File: src/rtl/uart_bus_bridge.sv
// uart_bus_bridge
//   Debug/load bridge. Takes command frames from a UART receiver byte stream
//   and performs 32-bit accesses as a data-bus initiator, then answers over
//   the UART transmitter.
//     'W' addr[4] data[4] -> bus write, answers 0x06
//     'R' addr[4]         -> bus read, answers 4 data bytes LSB first
//     anything else       -> answers 0x15
//   Multi-byte fields are little-endian.
//
// Parameters
//   RD_LATENCY      cycles from o_rd assertion to valid i_data_rd (1..7)
//   TIMEOUT_CYCLES  inter-byte timeout inside a frame, in clock cycles
//
// Ports
//   i_clk, i_rst_n             clock, asynchronous active-low reset
//   i_rx_data/i_rx_valid       received byte + one-cycle strobe
//   o_tx_data/o_tx_valid       byte to send, held until i_tx_ready
//   i_tx_ready                 transmitter accepts on valid && ready
//   o_bus_req/i_bus_gnt        arbiter handshake
//   o_addr/o_data_wr/o_wr/o_rd bus initiator outputs
//   i_data_rd                  bus read data
//   o_cpu_hold                 only with UART_BUS_BRIDGE_CPU_HOLD_EN defined:
//                              high from the first accepted byte of a W/R
//                              frame until its response completes or the
//                              frame times out
//
// Optional feature macro: UART_BUS_BRIDGE_CPU_HOLD_EN

module uart_bus_bridge #(
    parameter int unsigned RD_LATENCY     = 2,
    parameter int unsigned TIMEOUT_CYCLES = 1000000
) (
    input  logic        i_clk,
    input  logic        i_rst_n,
`ifdef UART_BUS_BRIDGE_CPU_HOLD_EN
    output logic        o_cpu_hold,
`endif
    input  logic [7:0]  i_rx_data,
    input  logic        i_rx_valid,
    output logic [7:0]  o_tx_data,
    output logic        o_tx_valid,
    input  logic        i_tx_ready,
    output logic        o_bus_req,
    input  logic        i_bus_gnt,
    output logic [31:0] o_addr,
    output logic [31:0] o_data_wr,
    output logic [3:0]  o_wr,
    output logic        o_rd,
    input  logic [31:0] i_data_rd
);

    localparam logic [2:0] S_IDLE    = 3'd0;
    localparam logic [2:0] S_ADDR    = 3'd1;
    localparam logic [2:0] S_DATA    = 3'd2;
    localparam logic [2:0] S_REQ     = 3'd3;
    localparam logic [2:0] S_ACCESS  = 3'd4;
    localparam logic [2:0] S_WAIT_RD = 3'd5;
    localparam logic [2:0] S_RESP    = 3'd6;

    localparam logic [7:0] CMD_W   = 8'h57;
    localparam logic [7:0] CMD_R   = 8'h52;
    localparam logic [7:0] RSP_ACK = 8'h06;
    localparam logic [7:0] RSP_NAK = 8'h15;

    localparam int unsigned TO_W = $clog2(TIMEOUT_CYCLES + 1);

    logic [2:0]      state_q, state_d;
    logic            is_wr_q, is_wr_d;
    logic [1:0]      byte_cnt_q, byte_cnt_d;   // field byte index, then response byte index
    logic [31:0]     addr_q, addr_d;
    logic [31:0]     wdata_q, wdata_d;
    logic [31:0]     resp_q, resp_d;
    logic [1:0]      resp_last_q, resp_last_d;
    logic [2:0]      lat_cnt_q, lat_cnt_d;
    logic [TO_W-1:0] to_cnt_q, to_cnt_d;

    logic            in_frame;
    logic            timeout;
    logic            resp_done;
    logic [7:0]      tx_byte;

    assign in_frame  = (state_q == S_ADDR) || (state_q == S_DATA);
    // A byte arriving in the expiry cycle takes precedence over the timeout.
    assign timeout   = in_frame && !i_rx_valid &&
                       (to_cnt_q == TO_W'(TIMEOUT_CYCLES - 1));
    assign resp_done = (state_q == S_RESP) && i_tx_ready && (byte_cnt_q == resp_last_q);

    always_comb begin
        state_d     = state_q;
        is_wr_d     = is_wr_q;
        byte_cnt_d  = byte_cnt_q;
        addr_d      = addr_q;
        wdata_d     = wdata_q;
        resp_d      = resp_q;
        resp_last_d = resp_last_q;
        lat_cnt_d   = lat_cnt_q;
        to_cnt_d    = to_cnt_q;

        case (state_q)
            S_IDLE: begin
                if (i_rx_valid) begin
                    byte_cnt_d = 2'd0;
                    to_cnt_d   = '0;
                    if (i_rx_data == CMD_W || i_rx_data == CMD_R) begin
                        is_wr_d = (i_rx_data == CMD_W);
                        state_d = S_ADDR;
                    end else begin
                        resp_d      = {24'h0, RSP_NAK};
                        resp_last_d = 2'd0;
                        state_d     = S_RESP;
                    end
                end
            end
            S_ADDR, S_DATA: begin
                if (i_rx_valid) begin
                    // Shifting in from the top leaves the first (LSB) byte in [7:0].
                    if (state_q == S_ADDR) addr_d  = {i_rx_data, addr_q[31:8]};
                    else                   wdata_d = {i_rx_data, wdata_q[31:8]};
                    to_cnt_d   = '0;
                    byte_cnt_d = byte_cnt_q + 2'd1;
                    if (byte_cnt_q == 2'd3) begin
                        state_d = (state_q == S_ADDR && is_wr_q) ? S_DATA : S_REQ;
                    end
                end else if (timeout) begin
                    to_cnt_d   = '0;
                    byte_cnt_d = 2'd0;
                    state_d    = S_IDLE;
                end else begin
                    to_cnt_d = to_cnt_q + TO_W'(1);
                end
            end
            S_REQ: begin
                if (i_bus_gnt) state_d = S_ACCESS;
            end
            S_ACCESS: begin
                if (is_wr_q) begin
                    resp_d      = {24'h0, RSP_ACK};
                    resp_last_d = 2'd0;
                    state_d     = S_RESP;
                end else begin
                    lat_cnt_d = 3'd1;
                    state_d   = S_WAIT_RD;
                end
            end
            S_WAIT_RD: begin
                // ACCESS was latency cycle 0; capture at cycle RD_LATENCY.
                if (lat_cnt_q == 3'(RD_LATENCY)) begin
                    resp_d      = i_data_rd;
                    resp_last_d = 2'd3;
                    state_d     = S_RESP;
                end else begin
                    lat_cnt_d = lat_cnt_q + 3'd1;
                end
            end
            S_RESP: begin
                if (i_tx_ready) begin
                    byte_cnt_d = byte_cnt_q + 2'd1;
                    if (byte_cnt_q == resp_last_q) begin
                        byte_cnt_d = 2'd0;
                        state_d    = S_IDLE;
                    end
                end
            end
            default: state_d = S_IDLE;
        endcase
    end

    always_ff @(posedge i_clk or negedge i_rst_n) begin
        if (!i_rst_n) begin
            state_q     <= S_IDLE;
            is_wr_q     <= 1'b0;
            byte_cnt_q  <= 2'd0;
            addr_q      <= 32'h0;
            wdata_q     <= 32'h0;
            resp_q      <= 32'h0;
            resp_last_q <= 2'd0;
            lat_cnt_q   <= 3'd0;
            to_cnt_q    <= '0;
        end else begin
            state_q     <= state_d;
            is_wr_q     <= is_wr_d;
            byte_cnt_q  <= byte_cnt_d;
            addr_q      <= addr_d;
            wdata_q     <= wdata_d;
            resp_q      <= resp_d;
            resp_last_q <= resp_last_d;
            lat_cnt_q   <= lat_cnt_d;
            to_cnt_q    <= to_cnt_d;
        end
    end

    always_comb begin
        tx_byte = 8'h00;
        case (byte_cnt_q)
            2'd0: tx_byte = resp_q[7:0];
            2'd1: tx_byte = resp_q[15:8];
            2'd2: tx_byte = resp_q[23:16];
            2'd3: tx_byte = resp_q[31:24];
            default: tx_byte = 8'h00;
        endcase
    end

    // Bus outputs decode straight from the state register, so an asynchronous
    // reset removes any in-flight strobe immediately.
    assign o_bus_req  = (state_q == S_REQ) || (state_q == S_ACCESS) || (state_q == S_WAIT_RD);
    assign o_wr       = (state_q == S_ACCESS && is_wr_q) ? 4'hF : 4'h0;
    assign o_rd       = (state_q == S_ACCESS && !is_wr_q) || (state_q == S_WAIT_RD);
    assign o_addr     = (state_q == S_ACCESS || state_q == S_WAIT_RD) ? addr_q : 32'h0;
    assign o_data_wr  = (state_q == S_ACCESS && is_wr_q) ? wdata_q : 32'h0;
    assign o_tx_valid = (state_q == S_RESP);
    assign o_tx_data  = (state_q == S_RESP) ? tx_byte : 8'h00;

`ifdef UART_BUS_BRIDGE_CPU_HOLD_EN
    logic cpu_hold_q, cpu_hold_d;

    always_comb begin
        cpu_hold_d = cpu_hold_q;
        if (state_q == S_IDLE && i_rx_valid && (i_rx_data == CMD_W || i_rx_data == CMD_R)) begin
            cpu_hold_d = 1'b1;
        end else if (timeout || resp_done) begin
            cpu_hold_d = 1'b0;
        end
    end

    always_ff @(posedge i_clk or negedge i_rst_n) begin
        if (!i_rst_n) cpu_hold_q <= 1'b0;
        else          cpu_hold_q <= cpu_hold_d;
    end

    assign o_cpu_hold = cpu_hold_q;
`else
    logic unused_resp_done;
    assign unused_resp_done = resp_done;
`endif

endmodule

File: config.mk
export PLATFORM = sky130hd
export DESIGN_NAME = uart_bus_bridge
export DESIGN_NICKNAME = d
export VERILOG_FILES = /design/src/rtl/uart_bus_bridge.sv
export SDC_FILE = /design/constraint.sdc
export NUM_CORES = 1
export LEC_CHECK = 0
export CORE_ASPECT_RATIO = 0.75
export CORE_MARGIN = 8
export CORE_UTILIZATION = 52
export CTS_CLUSTER_SIZE = 8
export DETAILED_ROUTE_END_ITERATION = 7
export GPL_TIMING_DRIVEN = 0
export PLACE_DENSITY = 0.87
export REMOVE_ABC_BUFFERS = 1
export SKIP_LAST_GASP = 1
export SLEW_MARGIN = 5
export SYNTH_ARGS = -nofsm -noshare
export SYNTH_HDL_FRONTEND = slang
export SYNTH_SLANG_ARGS = --single-unit
File: constraint.sdc
create_clock -name i_clk -period 2.52 [get_ports i_clk]
set_input_delay 0.63 -clock i_clk [delete_from_list [all_inputs] [get_ports i_clk]]
set_output_delay 0.63 -clock i_clk [all_outputs]
set_load 0.01 [all_outputs]
==> impl_metrics.py <==
metrics = {
    "routing": {
        "drt_first_iter_violations": 509,
        "pre_repair_dr_iteration_count": 5,
        "met1Wirelength_um": 7380,
        "wire_per_inst_um": 21.7,
        "vias": 5194,
        "dr.max_layer_used": "met4",
        "met3WireLength_um": 1170,
        "route.final.wire_length_um": 18500,
        "met2_wirelength_um": 9510,
        "drt_drc_violations_left": 0,
        "detail_route.vias_per_cell": 6.07,
        "postRouteAntennaNets": 0,
    },
    "floorplan": {
        "die_height_um": 110,
        "number_of_i_o_pins": 124,
        "initial_utilization": 0.529,
        "floorplan.rows": 34,
        "design.die.area_um2": 15400,
        "die-width_um": 141,
        "core_region_area_um2": 11500,
    },
    "global_routing": {
        "grt_pass1_wl_um": 27700,
        "grt_overflow": 0,
        "number_of_antenna_violations_at_the_first_check_in_global_routing": 0,
        "global_route.usage.total": 0.225,
        "maximum_number_of_pins_on_one_net_before_global_route_repair": 71,
        "first_global_vias": 5215,
    },
    "power_and_ir_drop": {
        "p_leak_nw": 4.10,
        "power-per-cell-area_nw_per_um2": 1070,
        "irDropWorstVdd_mv": 0.740,
    },
    "logic_synthesis": {
        "synth_edf_count": 0,
        "async_flop_share": 1.00,
        "post-synth-top-count-cell": "dfrtp_1",
        "synth_xor_xnor_area_share": 0.00721,
        "yosys-mux-area-fraction": 0.133,
        "postSynthCellCount": 546,
        "synthesis.area_um2": 6070,
        "synth.largest_area_cell": "dfrtp_1",
        "yosys_warnings": 0,
        "post_synth_fa_ha_maj_area_fraction": 0.0144,
        "synth_top_cells_by_area": "dfrtp_1, mux2_2, and2_1, a22o_1, nor2_1",
        "complex_gate_fraction_of_the_synthesized_area": 0.130,
        "post_synth.cell_area_avg_um2": 11.1,
        "synth_top_family_by_area": "simple AND/OR/NAND/NOR gates",
        "post_synth_top_area_share": 0.519,
        "ys_ff_latch": 126,
        "commonest_cells_in_the_synthesized_netlist": "dfrtp_1, mux2_2, and2_1",
        "top_flip_flop_cell_by_instance_count_after_synthesis": "dfrtp_1",
        "yosys.area_share.simple": 0.164,
        "yosysUniqueCellTypes": 47,
        "synth_seq_area_share": 0.519,
    },
    "outcome": {
        "run_status": "finished with violations",
        "violations": "negative setup slack",
    },
    "flow_run": {
        "total_of_max_cap_violations": 0,
    },
    "setup_path": {
        "rr_endpoint": "state_q[1]",
        "timing_worst_setup_path_type": "flop to primary output",
        "setup.worst_path.start_class": "flop",
        "startpoint": "byte_cnt_q[0]",
        "beginning_of_the_worst_register_to_register_path": "to_cnt_q[15]",
        "timing.critical_path.required_ns": 1.89,
        "maximum_fanout_along_the_worst_path": 5,
        "regToRegSetupSlack_ns": 0.16,
        "endpoint_kind": "primary output",
        "rr_worst_depth": 5,
        "cp_data_arrival_time_ns": 2.04,
    },
    "worst_hold_path": {
        "worst_hold_path_type": "input pin to async pin",
    },
    "final_layout": {
        "area.sequential_um2": 3160,
        "flow.area_growth_from_synthesis_pct": 39.1,
        "nNetsFinal": 750,
        "drive_above_1_share": 0.267,
        "final_util": 0.735,
        "finish.cell_count_without_fillers": 855,
        "antenna_cells": 0,
        "multiInputGateArea_um2": 2850,
        "nFillCells": 691,
    },
    "clocking": {
        "clkTransAtPathRegs_ns": 0.06,
        "clk-insertion-delay-late_ns": 0.42,
        "cts.htree.levels": 4,
        "tritoncts": "built",
        "cts-hold-fix-buffers": 0,
        "cts-root-to-sink-buffers": 2,
        "cts_buffers": 17,
        "clock_sink_count": 126,
        "cts-root-buf": "clkbuf_16",
    },
    "sta": {
        "fin_worst_skew_ns": 0.00804,
        "rsz0062_at_grt": "true",
        "post_layout_min_period_ns": 2.67,
        "finalCritPeriodShare": 1.06,
        "maxSlewHeadroom": 0.408,
        "worstMarginPinSlew_ns": 0.887,
        "setup_slack_ns": -0.146,
        "setup_violations": 43,
        "hold_violations": 0,
        "finalMaxSlewViolations": 0,
        "fmax_mhz": 375,
        "timing.hold.ws_ns": 0.164,
    },
    "placed_design": {
        "gp_congestion": 0.802,
        "dp.cells": 785,
        "place_hpwl_um": 10300,
        "io_buffer_count": 123,
    },
}
critical path: stages (launching register included):
cell	delay (ns)
dfrtp_2	0.48
ha_4	0.21
buf_6	0.13
a222oi_1	0.40
nor2_1	0.08
a21oi_1	0.12
nor2_1	0.04
buf_2	0.14
how the worst max path moves through the flow:
stage | end | slack, ns | depth (start not counted)
after CTS | o_data_wr[13] | -0.20 | 6
after global placement | to_cnt_q[10] | -3.88 | 1
after floorplan | state_q[1] | -0.62 | 5
after global routing | o_tx_data[7] | -0.21 | 7
final | o_tx_data[7] | -0.15 | 7
after detailed placement | state_q[1] | -0.84 | 6
routing by layer:
layer | vias to the layer above | track usage
li1 | 2284 | -
met4 | 0 | 0.0856
met3 | 50 | 0.0451
met1 | 2612 | 0.275
met5 | - | 0
met2 | 248 | 0.392
layout by cell type (no fill, tap or decap), types with 5 or more instances in the layout:
cell	Yosys	layout
buf_6	0	5
o21ai_0	17	16
a31oi_1	6	6
clkdlybuf4s15_1	0	9
mux2_2	67	67
nor2_1	31	27
and2_1	64	62
inv_1	16	13
clkbuf_2	0	7
dlygate4sd2_1	0	41
nor3_1	10	9
dfrtp_2	0	5
a21o_1	10	10
nand4_1	5	5
a22o_1	30	30
clkbuf_16	0	17
clkdlybuf4s50_1	0	45
a222oi_1	8	8
dlymetal6s2s_1	0	7
buf_4	3	33
nand2_1	20	19
buf_2	2	13
a21oi_1	23	22
mux2i_1	5	5
dfrtp_1	126	121
bufinv_16	0	6
or3_1	5	5
nand3_1	16	16
cell families (layout without fill, tap and decap cells):
group,after synthesis,after routing
buffers and inverters,50,213
flip-flops,126,126
AND/OR/NAND/NOR,177,179
multiplexers,72,72
XOR/XNOR,5,5
adder cells (fa/ha/maj),7,7
AO/OA/AOI/OAI,109,109
final cells by class:
| class | instances | share of cell area |
|---|---|---|
| Sequential cell | 126 | 0.374 |
| Multi-Input combinational cell | 372 | 0.337 |
| Timing Repair Buffer | 165 | 0.180 |
| Clock buffer | 19 | 0.0513 |
| Clock inverter | 13 | 0.0280 |
| Tap cell | 144 | 0.0213 |
| Inverter | 16 | 0.00800 |
per-stage QoR:
step | setup TNS [ns] | setup WS, ns | cell area, um^2 | power [mW]
6_report | -4.08 | -0.146 | 8440 | 9.00
5_1_grt | -7.34 | -0.214 | 8440 | 9.35
4_1_cts | -3.38 | -0.203 | 8350 | 8.73
3_5_place_dp | -66.97 | -0.836 | 7460 | 5.58
3_3_place_gp | -692.04 | -3.88 | 7340 | 5.35
2_1_floorplan | -28.79 | -0.623 | 5930 | 4.50
flip-flops by register name (all words and copies together), names as in the netlist:
signal / count
addr_q: 32
resp_q: 32
state_q: 3
wdata_q: 32
is_wr_q: 1
byte_cnt_q: 2
resp_last_q: 1
to_cnt_q: 20
lat_cnt_q: 3
timing repair:
action	4_1_cts	5_1_grt
setup endpoints to repair	134	99
resized for setup	118	58
hold endpoints to repair	0	0
buffers inserted	23	11
pin swaps	12	10
cloned	4	0
power by group:
part / internal [mW] / leakage, nW / total [mW] / switching (mW)
combinational: 1.52 / 2.15 / 3.14 / 1.62
clock: 1.86 / 0.310 / 2.82 / 0.957
sequential: 2.60 / 1.64 / 3.05 / 0.447
total: 5.98 / 4.10 / 9.00 / 3.02
No activity file was read; power rests on OpenSTA's default activity.
